--- config.mk ---
export PLATFORM = sky130hd
export DESIGN_NAME = sseg_scan_decoder
export DESIGN_NICKNAME = d
export VERILOG_FILES = /design/src/rtl/sseg_scan_decoder.sv
export SDC_FILE = /design/constraint.sdc
export NUM_CORES = 1
export LEC_CHECK = 0
export BUFFER_PORTS_ARGS = -buffer_cell sky130_fd_sc_hd__clkbuf_2
export CAP_MARGIN = 5
export CORE_UTILIZATION = 46
export CTS_CLUSTER_SIZE = 20
export DETAILED_ROUTE_END_ITERATION = 6
export PLACE_DENSITY_LB_ADDON = 0.2
export SLEW_MARGIN = 30
export SYNTH_ARGS = -nofsm -noshare
export SYNTH_HDL_FRONTEND = slang
export SYNTH_SLANG_ARGS = --single-unit
--- constraint.sdc ---
create_clock -name clk -period 3.1 [get_ports clk]
set_input_delay 0.155 -clock clk [delete_from_list [all_inputs] [get_ports clk]]
set_output_delay 0.155 -clock clk [all_outputs]
set_load 0.02 [all_outputs]
--- src/rtl/sseg_scan_decoder.sv ---
// sseg_scan_decoder: rebuilds BCD digits from a multiplexed 7-segment bus.
// Snoops sseg/digit (both active-low) and publishes one word per complete scan.
//
// Ports:
//   clk, reset (async, active-low)
//   sseg[7:0]            segments a..g in [6:0], dp in [7]
//   digit[NDIG-1:0]      strobes, at most one low
//   bcd_out[4*NDIG-1:0]  last complete frame (F = blank, E = undecodable)
//   dp_out[NDIG-1:0]     decimal points of the last frame
//   frame_valid          1-cycle pulse on publish
//   frame_err            1-cycle pulse when a partial frame is dropped
//   seg_err              sticky undecodable-pattern flag
// Build option: define DECODE_DP_EN to capture and publish decimal points.
module sseg_scan_decoder #(
  parameter int NDIG   = 8,
  parameter int SETTLE = 4
) (
  input  logic                clk,
  input  logic                reset,
  input  logic [7:0]          sseg,
  input  logic [NDIG-1:0]     digit,
  output logic [4*NDIG-1:0]   bcd_out,
  output logic [NDIG-1:0]     dp_out,
  output logic                frame_valid,
  output logic                frame_err,
  output logic                seg_err
);

  localparam int KW = (NDIG > 1) ? $clog2(NDIG) : 1;
  localparam int CW = $clog2(SETTLE + 1);
  localparam logic [CW-1:0] CMAX = CW'(SETTLE);

  typedef enum logic [1:0] {
    HUNT,
    COLLECT,
    DONE
  } state_e;

  // Returns {err, code}.
  function automatic logic [4:0] decode(input logic [6:0] s);
    logic [4:0] r;
    case (s)
      7'h3F:   r = 5'h00;
      7'h06:   r = 5'h01;
      7'h5B:   r = 5'h02;
      7'h4F:   r = 5'h03;
      7'h66:   r = 5'h04;
      7'h6D:   r = 5'h05;
      7'h7D:   r = 5'h06;
      7'h07:   r = 5'h07;
      7'h7F:   r = 5'h08;
      7'h6F:   r = 5'h09;
      7'h00:   r = 5'h0F;
      default: r = 5'h1E;
    endcase
    return r;
  endfunction

  // Strobe qualification
  logic [NDIG-1:0] act;
  logic            vld_in;
  logic [KW-1:0]   k_in;

  always_comb begin
    act    = ~digit;
    vld_in = ($countones(act) == 1);
    k_in   = '0;
    for (int i = 0; i < NDIG; i++) begin
      if (act[i]) k_in = KW'(i);
    end
  end

  // Active-high segment view; dp is masked off when not captured
  // so a toggling dp does not restart the settle run.
  logic [7:0] seg_in;
`ifdef DECODE_DP_EN
  assign seg_in = ~sseg;
`else
  logic unused_dp;
  assign unused_dp = sseg[7];
  assign seg_in    = {1'b0, ~sseg[6:0]};
`endif

  // Settle tracking
  logic            prv_vld_q;
  logic [KW-1:0]   prv_k_q;
  logic [7:0]      prv_seg_q;
  logic [CW-1:0]   cnt_q, cnt_d;
  logic            smpd_q, smpd_d;
  logic            same, fire;

  // cnt is the length of the current run of identical cycles,
  // so a change starts a new run of one.
  always_comb begin
    same = vld_in && prv_vld_q &&
           (k_in == prv_k_q) && (seg_in == prv_seg_q);
    cnt_d  = '0;
    smpd_d = 1'b0;
    if (same) begin
      cnt_d  = (cnt_q == CMAX) ? cnt_q : cnt_q + 1'b1;
      smpd_d = smpd_q;
    end else if (vld_in) begin
      cnt_d = CW'(1);
    end
    fire = vld_in && (cnt_d == CMAX) && !smpd_d;
    if (fire) smpd_d = 1'b1;
  end

  // Registered sample
  logic            smp_vld_q;
  logic [KW-1:0]   smp_k_q;
  logic [4:0]      smp_dec_q;
  logic [4:0]      smp_dec_d;
  assign smp_dec_d = decode(seg_in[6:0]);
`ifdef DECODE_DP_EN
  logic            smp_dp_q;
`endif

  always_ff @(posedge clk or negedge reset) begin
    if (!reset) begin
      prv_vld_q <= 1'b0;
      prv_k_q   <= '0;
      prv_seg_q <= '0;
      cnt_q     <= '0;
      smpd_q    <= 1'b0;
      smp_vld_q <= 1'b0;
      smp_k_q   <= '0;
      smp_dec_q <= '0;
`ifdef DECODE_DP_EN
      smp_dp_q  <= 1'b0;
`endif
    end else begin
      prv_vld_q <= vld_in;
      prv_k_q   <= k_in;
      prv_seg_q <= seg_in;
      cnt_q     <= cnt_d;
      smpd_q    <= smpd_d;
      smp_vld_q <= fire;
      smp_k_q   <= k_in;
      smp_dec_q <= smp_dec_d;
`ifdef DECODE_DP_EN
      smp_dp_q  <= seg_in[7];
`endif
    end
  end

  // Frame assembly
  state_e            state_q, state_d;
  logic [NDIG-1:0]   mask_q, mask_d;
  logic [4*NDIG-1:0] shadow_q, shadow_d;
  logic [4*NDIG-1:0] bcd_q, bcd_d;
  logic              fv_q, fv_d;
  logic              fe_q, fe_d;
  logic              se_q, se_d;
  logic              hunt;
`ifdef DECODE_DP_EN
  logic [NDIG-1:0]   shdp_q, shdp_d;
  logic [NDIG-1:0]   dp_q, dp_d;
`endif

  always_comb begin
    state_d  = state_q;
    mask_d   = mask_q;
    shadow_d = shadow_q;
    bcd_d    = bcd_q;
    fv_d     = 1'b0;
    fe_d     = 1'b0;
    se_d     = se_q | (smp_vld_q & smp_dec_q[4]);
    hunt     = 1'b0;
`ifdef DECODE_DP_EN
    shdp_d   = shdp_q;
    dp_d     = dp_q;
`endif
    unique case (state_q)
      HUNT: hunt = 1'b1;
      COLLECT: begin
        if (smp_vld_q) begin
          if (mask_q[smp_k_q]) begin
            // Repeat before completion: drop and let this
            // same sample try to open a new frame.
            fe_d    = 1'b1;
            mask_d  = '0;
            state_d = HUNT;
            hunt    = 1'b1;
          end else begin
            shadow_d[{smp_k_q, 2'b00} +: 4] = smp_dec_q[3:0];
`ifdef DECODE_DP_EN
            shdp_d[smp_k_q] = smp_dp_q;
`endif
            mask_d[smp_k_q] = 1'b1;
            if (&mask_d) state_d = DONE;
          end
        end
      end
      DONE: begin
        bcd_d   = shadow_q;
`ifdef DECODE_DP_EN
        dp_d    = shdp_q;
`endif
        fv_d    = 1'b1;
        mask_d  = '0;
        state_d = HUNT;
        hunt    = 1'b1;
      end
      default: state_d = HUNT;
    endcase
    if (hunt && smp_vld_q && (smp_k_q == '0)) begin
      shadow_d[3:0] = smp_dec_q[3:0];
`ifdef DECODE_DP_EN
      shdp_d[0] = smp_dp_q;
`endif
      mask_d  = NDIG'(1);
      state_d = (&mask_d) ? DONE : COLLECT;
    end
  end

  always_ff @(posedge clk or negedge reset) begin
    if (!reset) begin
      state_q  <= HUNT;
      mask_q   <= '0;
      shadow_q <= {NDIG{4'hF}};
      bcd_q    <= {NDIG{4'hF}};
      fv_q     <= 1'b0;
      fe_q     <= 1'b0;
      se_q     <= 1'b0;
`ifdef DECODE_DP_EN
      shdp_q   <= '0;
      dp_q     <= '0;
`endif
    end else begin
      state_q  <= state_d;
      mask_q   <= mask_d;
      shadow_q <= shadow_d;
      bcd_q    <= bcd_d;
      fv_q     <= fv_d;
      fe_q     <= fe_d;
      se_q     <= se_d;
`ifdef DECODE_DP_EN
      shdp_q   <= shdp_d;
      dp_q     <= dp_d;
`endif
    end
  end

  assign bcd_out     = bcd_q;
  assign frame_valid = fv_q;
  assign frame_err   = fe_q;
  assign seg_err     = se_q;
`ifdef DECODE_DP_EN
  assign dp_out      = dp_q;
`else
  assign dp_out      = '0;
`endif

endmodule

# After elaboration in Yosys (flattened, before gate mapping)

Cells that the tools add are included.

Register bits after elaboration: 98
Input port bits: 18
Output and inout bits: 43
Logic and storage cells: 112

Add/subtract/negate cells: 9
Order comparisons: 2
Equality and inequality tests: 21
Shifts and indexed selects: 2
Multiplexer cells: 36
Bitwise logic cells: 6
Reductions and logical operators: 21

Operator list:

| cell                     | count |
|---|---|
| $pmux W5 S11             | 1 |
| $eq A7 B7 Y1 const B     | 7 |
| $bwmux W32               | 1 |
| $shift A4 B7 Y32 const A | 1 |
| $shiftx A4 B7 Y32        | 1 |
| $mux W8                  | 3 |
| $mux W3                  | 6 |
| $mux W4                  | 4 |
| $pmux W8 S2              | 1 |
| $eq A7 B3 Y1 const B     | 2 |
| $mux W2                  | 6 |
| $mux W1                  | 10 |
| $reduce_and A3 Y1        | 3 |
| $add A1 B1 Y2            | 4 |
| $logic_and A1 B1 Y1      | 8 |
| $not A8 Y8               | 1 |
| $or A8 B8 Y8             | 1 |
| $reduce_and A8 Y1        | 1 |
| $eq A7 B6 Y1 const B     | 1 |
| $eq A7 B7 Y1             | 1 |
| $logic_not A7 Y1         | 1 |
| $neg A5 Y7               | 1 |
| $not A7 Y7               | 1 |
| $add A2 B2 Y3            | 2 |
| other kinds (27)         | 29 |

# Longest topological paths before layout

Gate-level depths: netlist of run 1.

Word-level depth: 16
Depth in mapped cells: 12
Mapped depth without buffers: 12

# Least setup slack after synthesis of run 1

OpenSTA, ideal clock, no wires.

Kind: input port to flip-flop
From: input digit[0]
To: register smp_vld_q
Library setup time: 0.105 ns
Data arrival time: 3.026 ns
Data required time: 2.995 ns
Slack: -0.031 ns
Cell stages on the path: 12
Path buffers: 0
Path through: fa_1 > inv_1 > fa_1 > fa_1 > ha_1 > inv_1 > fa_1 > a211oi_1 > mux2i_1 > nor2_1 > nand4_1 > nor4b_1

Word-level cells in the longest chain between the ends: 12
Elaborated cells between the ends (all ways): 15
Classes of those cells: 3 x add/sub; 2 x eq/ne; 3 x mux; 1 x bitwise; 6 x reduce/logical

Ends and longest elaborated chain:

| item                                    | RTL line | source |
|---|---|---|
| from (decl)                             | 21       | `input logic [NDIG-1:0] digit,` |
| $not A8 Y8 (*)                          | 65       | `act = ~digit;` |
| $add A1 B1 Y2 (implied by the code) (*) | 66       | `vld_in = ($countones(act) == 1);` |
| $add A2 B2 Y3 (implied by the code) (*) | 66       |  |
| $add A3 B3 Y4 (implied by the code) (*) | 66       |  |
| $eq A4 B1 Y1 (*)                        | 66       |  |
| named net vld_in                        | 61       | `logic vld_in;` |
| $logic_and A1 B1 Y1 (2 in a row)        | 95       | `same = vld_in && prv_vld_q &&` |
| $logic_and A1 B1 Y1                     | 96       | `(k_in == prv_k_q) && (seg_in == prv_seg_q);` |
| $mux W3                                 | 99       | `if (same) begin` |
| $eq A3 B3 Y1                            | 105      | `fire = vld_in && (cnt_d == CMAX) && !smpd_d;` |
| $logic_and A1 B1 Y1                     | 105      |  |
| $logic_and A1 B1 Y1 (*)                 | 105      |  |
| named net fire                          | 90       | `logic same, fire;` |
| to (signal assigned)                    | 138      | `smp_vld_q <= fire;` |
| to (decl)                               | 110      | `logic smp_vld_q;` |

The timed path passes the listed nets; every way through them passes the cells marked *.
A chain may end at the register's enable or synchronous reset.

# Final worst setup path of run 1

From: input digit[0]
To: register cnt_q[2]

Word-level cells in the longest chain between the ends: 9

Ends and longest elaborated chain:

| item                                | RTL line | source |
|---|---|---|
| $not A8 Y8                          | 65       |  |
| $add A1 B1 Y2 (implied by the code) | 66       |  |
| $add A2 B2 Y3 (implied by the code) | 66       |  |
| $add A3 B3 Y4 (implied by the code) | 66       |  |
| $eq A4 B1 Y1                        | 66       |  |
| named net vld_in                    | 61       |  |
| $logic_and A1 B1 Y1 (2 in a row)    | 95       |  |
| $logic_and A1 B1 Y1                 | 96       |  |
| $mux W3                             | 99       |  |
| named net cnt_d[2]                  | 88       | `logic [CW-1:0] cnt_q, cnt_d;` |
| to (signal assigned)                | 136      | `cnt_q <= cnt_d;` |
| to (decl)                           | 88       |  |

The timed path passes the listed nets, and every way through them passes these cells.

==> impl_metrics.tcl, run 1 <==
set metrics [dict create \
    p_sw_mw 0.588 \
    required_ns 3.37 \
    port_buffers 51 \
    synth-main-ff-cell "dfstp_2" \
    rsz0062_at_grt "false" \
    pwr-share-clk 0.367 \
    cp_max_fo 3 \
    start_util 0.474 \
    drc 0 \
    clock-sinks 98 \
    syn_area_um2 4640 \
    timing.fmax_mhz 345 \
    final_common_cell "dfstp_2" \
    top_layer_used "met4" \
    async_flop_share 1.00 \
    utilization 0.542 \
    yosysUniqueCellTypes 55 \
    ant_nets 0 \
    p_int_mw 1.84 \
    cts_hold_buf 1 \
    drtPass1Iterations 4 \
    peakVddDrop_mv 0.248 \
    crit_path_start_kind "input pin" \
    placed_area_um2 5060 \
    cts_tree "done" \
    wl_um 8310 \
    swShare 0.242 \
    endpoint_kind "flop" \
    place_ws_ns -0.186 \
    routed-wl-met3_um 320 \
    outcome "finished clean" \
    ys_seq_area_frac 0.546 \
    route.met2.wl_um 4000 \
    coreArea_um2 9770 \
    synthTopCellsByArea "dfstp_2 36%, dfrtp_1 18%, mux2_2 15%, inv_1 2.0%, ha_1 1.9%" \
    crit_path_end "cnt_q[2]" \
    r2r-end "shadow_q[0]" \
    antenna_found_initial 0 \
    fin_total_pwr_mw 2.42 \
    reg2reg_from "smp_k_q[0]" \
    numCtsBuffers 9 \
    startpoint "digit[0]" \
    synth-seq-cells 98 \
    tightest_slew_ns 0.690 \
    synth_edf_count 0 \
    setup_violations 0 \
    hold_viol_final 0 \
    period_needed_ns 2.90 \
    avgSynthCellArea_um2 12.4 \
    fp-row-count 36 \
    wl_per_cell_um 14.6 \
    grt-ovfl-total 0 \
    via_count 2999 \
    grt_pass1_vias 2900 \
    cts_root_buf "clkbuf_8" \
    worst_slack_ns 0.198 \
    min_path_type "input pin to flop" \
    finClkSkew_ns 0.0202 \
    yosysTopAreaCellShare 0.363 \
    postSynthCellCount 373 \
    drtIter0Drc 143 \
    seqPwrFrac 0.544 \
    r2r_slack_ns 0.50 \
    max-cap-violations 0 \
    comb_power_share 0.089 \
    dieArea_um2 10500 \
    path_class "input pin to flop" \
    arrival_ns 3.17 \
    dieHeight_um 102 \
    clkTransAtPathRegs_ns 0.10 \
    stdcell_area_um2 5300 \
    drive_gt1_frac 0.493 \
    cts.repair.resized 0 \
    grtUsageTotal 0.174 \
    post-cts-setup-buffers 0 \
    insertion_delay_ns 0.36 \
    syn_to_final_growth_pct 14.3 \
    cts_buffer_depth 2 \
    nNetsFinal 462 \
    wl_met1_um 3910 \
    yosysTopAreaCell "dfstp_2" \
    cts_max_level 3 \
    die_x_um 102 \
    grt_max_degree 81 \
    slew_headroom 0.540 \
    rr_worst_depth 8 \
    final_cell_mix "64 x dfstp_2, 61 x mux2_2, 50 x clkbuf_2, 34 x dfrtp_1, 25 x inv_1" \
    post-dp-hpwl_um 5920 \
    antennaDiodeCount 0 \
    fillers 837 \
    gp_routability_congestion 0.838 \
    routed_via_density 5.25 \
    p_leak_nw 2.44 \
    grt_pass1_wl_um 13900 \
    pin_count 61 \
    ys_warn_count 0 \
    final.period_utilization 0.936 \
    p_per_area_nw_per_um2 457 \
    whs_ns 0.0544 \
    drv_slew 0 \
]
final cells by class:
class,instances,area (um2),area share
clock buffers,12,166,0.0314
clock inverters,4,55.1,0.0104
inverters,25,93.8,0.0177
multi-input cells,237,1940,0.366
repair buffers,62,347,0.0654
flip-flops and latches,98,2530,0.478
well taps,133,166,0.0314
how the worst min path moves through the flow:
stage	start	endpoint	cells after the start
2_1_floorplan	reset	cnt_q[0]	0
3_3_place_gp	reset	mask_q[5]	1
3_5_place_dp	reset	mask_q[3]	1
4_1_cts	sseg[3]	prv_seg_q[3]	2
5_1_grt	sseg[3]	prv_seg_q[3]	2
6_report	digit[6]	smp_k_q[2]	2
per-layer routing:
layer / GRT usage / vias up
met2: 0.278 / 58
met1: 0.238 / 1515
li1: - / 1419
met5: 0 / -
met3: 0.0445 / 7
met4: 0.0429 / 0
critical path: stages:
cell and delay, ns:
clkbuf_2 0.09, fa_1 0.52, inv_1 0.05, fa_1 0.44
fa_1 0.51, ha_2 0.18, inv_1 0.05, fa_2 0.34
a211oi_2 0.15, mux2i_1 0.09, nor2_1 0.14, nand4_1 0.13
buf_4 0.17, nor3_1 0.16
state kept, by name (all words and copies together), names as in the netlist, 2 cells and up:
name	cells
smp_dec_q	5
shadow_q	32
bcd_out	32
smp_k_q	3
state_q	2
prv_seg_q	7
mask_q	8
cnt_q	3
power groups by stage:
stage	Clock [mW]	Combinational, mW	Sequential [mW]
final	0.890	0.216	1.32
after global routing	0.976	0.245	1.32
after CTS	0.919	0.218	1.32
after detailed placement	0	0.216	1.34
after global placement	0	0.207	1.34
after floorplan	0	0.141	1.33
metrics by stage:
stage,instances,TNS (ns)
floorplan,380,-0.0183
global placement,554,-0.523
detailed placement,554,-0.709
CTS,571,0
global route,571,0
finish,571,0
cells in the mapped netlist (8+ instances only):
cell and count:
nand4_1 8, nor2_1 22, mux2_2 61, nand2_1 12, buf_4 8, a21oi_1 14, dfrtp_1 34, inv_1 25
o21ai_0 8, xor2_1 8, nor3_1 10, dfstp_2 64
cell families after synthesis:
| family | synth area share |
|---|---|
| adders and majority gates | 0.0362 |
| buffers and inverters | 0.0435 |
| DFF | 0.546 |
| and+or+nand+nor | 0.114 |
| other | 0.000809 |
| AOI/OAI and AO/OA | 0.0696 |
| muxes | 0.169 |
| xor gates and xnor gates | 0.0208 |
No activity file was read; power rests on OpenSTA's default activity.
==> run 2: changes to the inputs <==
Settings changed: REMOVE_ABC_BUFFERS from default to 1.
==> run 2 against run 1 <==
  * Combinational power grew 3%
  * Routed wire length grew 4.5%
  * Clock skew shrank 0.0027 ns
  * Core utilization grew 0.23 points
  * Largest cell class unchanged
==> impl_metrics.tcl, run 2 (same netlist as run 1, synthesis figures left out) <==
set metrics [dict create \
    outcome "finished clean" \
    slew_headroom 0.630 \
    p_leak_nw 2.45 \
    setup_violations 0 \
    drtIter0Drc 79 \
    hold_viol_final 0 \
    rsz0062_at_grt "true" \
    multi_input_area_um2 1950 \
    syn_to_final_growth_pct 14.8 \
    whs_ns 0.0525 \
    drive_gt1_frac 0.505 \
    clock-sinks 98 \
    clkTransAtPathRegs_ns 0.10 \
    period_needed_ns 3.04 \
    comb_power_share 0.093 \
    cts_tree "done" \
    ant_nets 0 \
    pin_count 61 \
    cts_max_level 3 \
    peakVddDrop_mv 0.211 \
    wl_um 8690 \
    via_count 3018 \
    cp_max_fo 4 \
    nNetsFinal 464 \
    final_cell_mix "64 x dfstp_2, 61 x mux2_2, 49 x clkbuf_2, 34 x dfrtp_1, 24 x inv_1" \
    path_class "input pin to flop" \
    max-cap-violations 0 \
    drtPass1Iterations 4 \
    final.period_utilization 0.981 \
    placed_area_um2 5070 \
    cts_buffer_depth 2 \
    wl_per_cell_um 15.2 \
    dieArea_um2 10500 \
    antenna_found_initial 0 \
    grt_max_degree 42 \
    grt_pass1_vias 2905 \
    drv_slew 0 \
    min_path_type "input pin to flop" \
    grt-ovfl-total 0 \
    fp-row-count 36 \
    drc 0 \
    post-dp-hpwl_um 6320 \
    gp_routability_congestion 0.894 \
    p_int_mw 1.77 \
    finClkSkew_ns 0.0175 \
    start_util 0.474 \
    port_buffers 51 \
    fillers 849 \
    cts_root_buf "clkbuf_8" \
    grtUsageTotal 0.179 \
    post-cts-setup-buffers 0 \
    arrival_ns 3.31 \
    p_per_area_nw_per_um2 449 \
    required_ns 3.37 \
    insertion_delay_ns 0.37 \
    seqPwrFrac 0.551 \
    stdcell_area_um2 5320 \
    numCtsBuffers 9 \
    grt_pass1_wl_um 14200 \
    crit_path_start_kind "input pin" \
    final_common_cell "dfstp_2" \
    pwr-share-clk 0.356 \
    timing.fmax_mhz 329 \
    tightest_slew_ns 0.550 \
    endpoint_kind "flop" \
    routed_via_density 5.27 \
    swShare 0.260 \
    regArea_um2 2530 \
    p_sw_mw 0.621 \
    coreArea_um2 9770 \
    antennaDiodeCount 0 \
    dieHeight_um 102 \
    die_x_um 102 \
]
==> run 2: cell count changes in the layout (fill, tap and decap cells not counted), sizes merged <==
cell | previous run | this run
clkinv | 0 | 1
clkbuf | 62 | 60
buf | 11 | 14
bufinv | 1 | 0
inv | 27 | 28
==> run 2: area by class of cell <==
class,count,area share
clock inverter,5,0.00988
inverter,25,0.0176
clock buffer,11,0.0306
timing repair buffer,64,0.0684
tap,133,0.0313
multi-input combinational,237,0.366
sequential,98,0.476
==> run 2: critical path, cell delays in order <==
cell	delay (ns)
buf_6	0.09
fa_1	0.52
inv_1	0.05
fa_1	0.45
fa_1	0.51
ha_2	0.19
inv_2	0.04
fa_2	0.34
a211oi_2	0.19
mux2i_1	0.09
nor2_1	0.15
nand4_1	0.21
nor4b_2	0.31
==> run 2: per-stage QoR <==
stage          instances  setup TNS, ns  utilization  setup slack (ns)  power, mW
2_1_floorplan        360        -0.0310            -           -0.0310       1.45
3_3_place_gp         556         -0.730        0.519            -0.258       1.54
3_5_place_dp         556          -1.22        0.519            -0.341       1.55
4_1_cts              573              0        0.542            0.0276       2.41
5_1_grt              573         -0.130        0.544            -0.101       2.51
6_report             573              0        0.544            0.0580       2.39
==> run 2: worst paths after layout <==
kind	start	endpoint	slack [ns]	cells after the start
worst max-delay path	digit[0]	smp_vld_q	0.06	13
worst min-delay path	sseg[0]	prv_seg_q[0]	0.05	2
worst max register to register	smp_k_q[0]	shadow_q[1]	0.42	8
worst min register to register	smp_dec_q[4]	seg_err	0.46	1
max in group asynchronous	reset	shadow_q[5]	1.93	3
min in group asynchronous	reset	frame_valid	0.30	2
==> run 2: what timing repair did <==
action	CTS	global route
endpoints found under the hold margin	23	0
setup endpoints to repair	0	4
resized for setup	0	7
hold buffers	1	0
==> run 2: power groups by stage <==
stage / sequential (mW) / clock, mW / combinational, mW
after CTS: 1.32 / 0.878 / 0.214
after global routing: 1.32 / 0.932 / 0.256
final: 1.32 / 0.851 / 0.222
after global placement: 1.34 / 0 / 0.202
after detailed placement: 1.34 / 0 / 0.213
after floorplan: 1.34 / 0 / 0.117
==> run 2: metal layers <==
metal,track usage,vias to the layer above,wire [um]
li1,-,1426,-
met1,0.231,1518,3910
met2,0.296,65,4380
met3,0.0486,9,302
met4,0.0505,0,103
met5,0,-,0
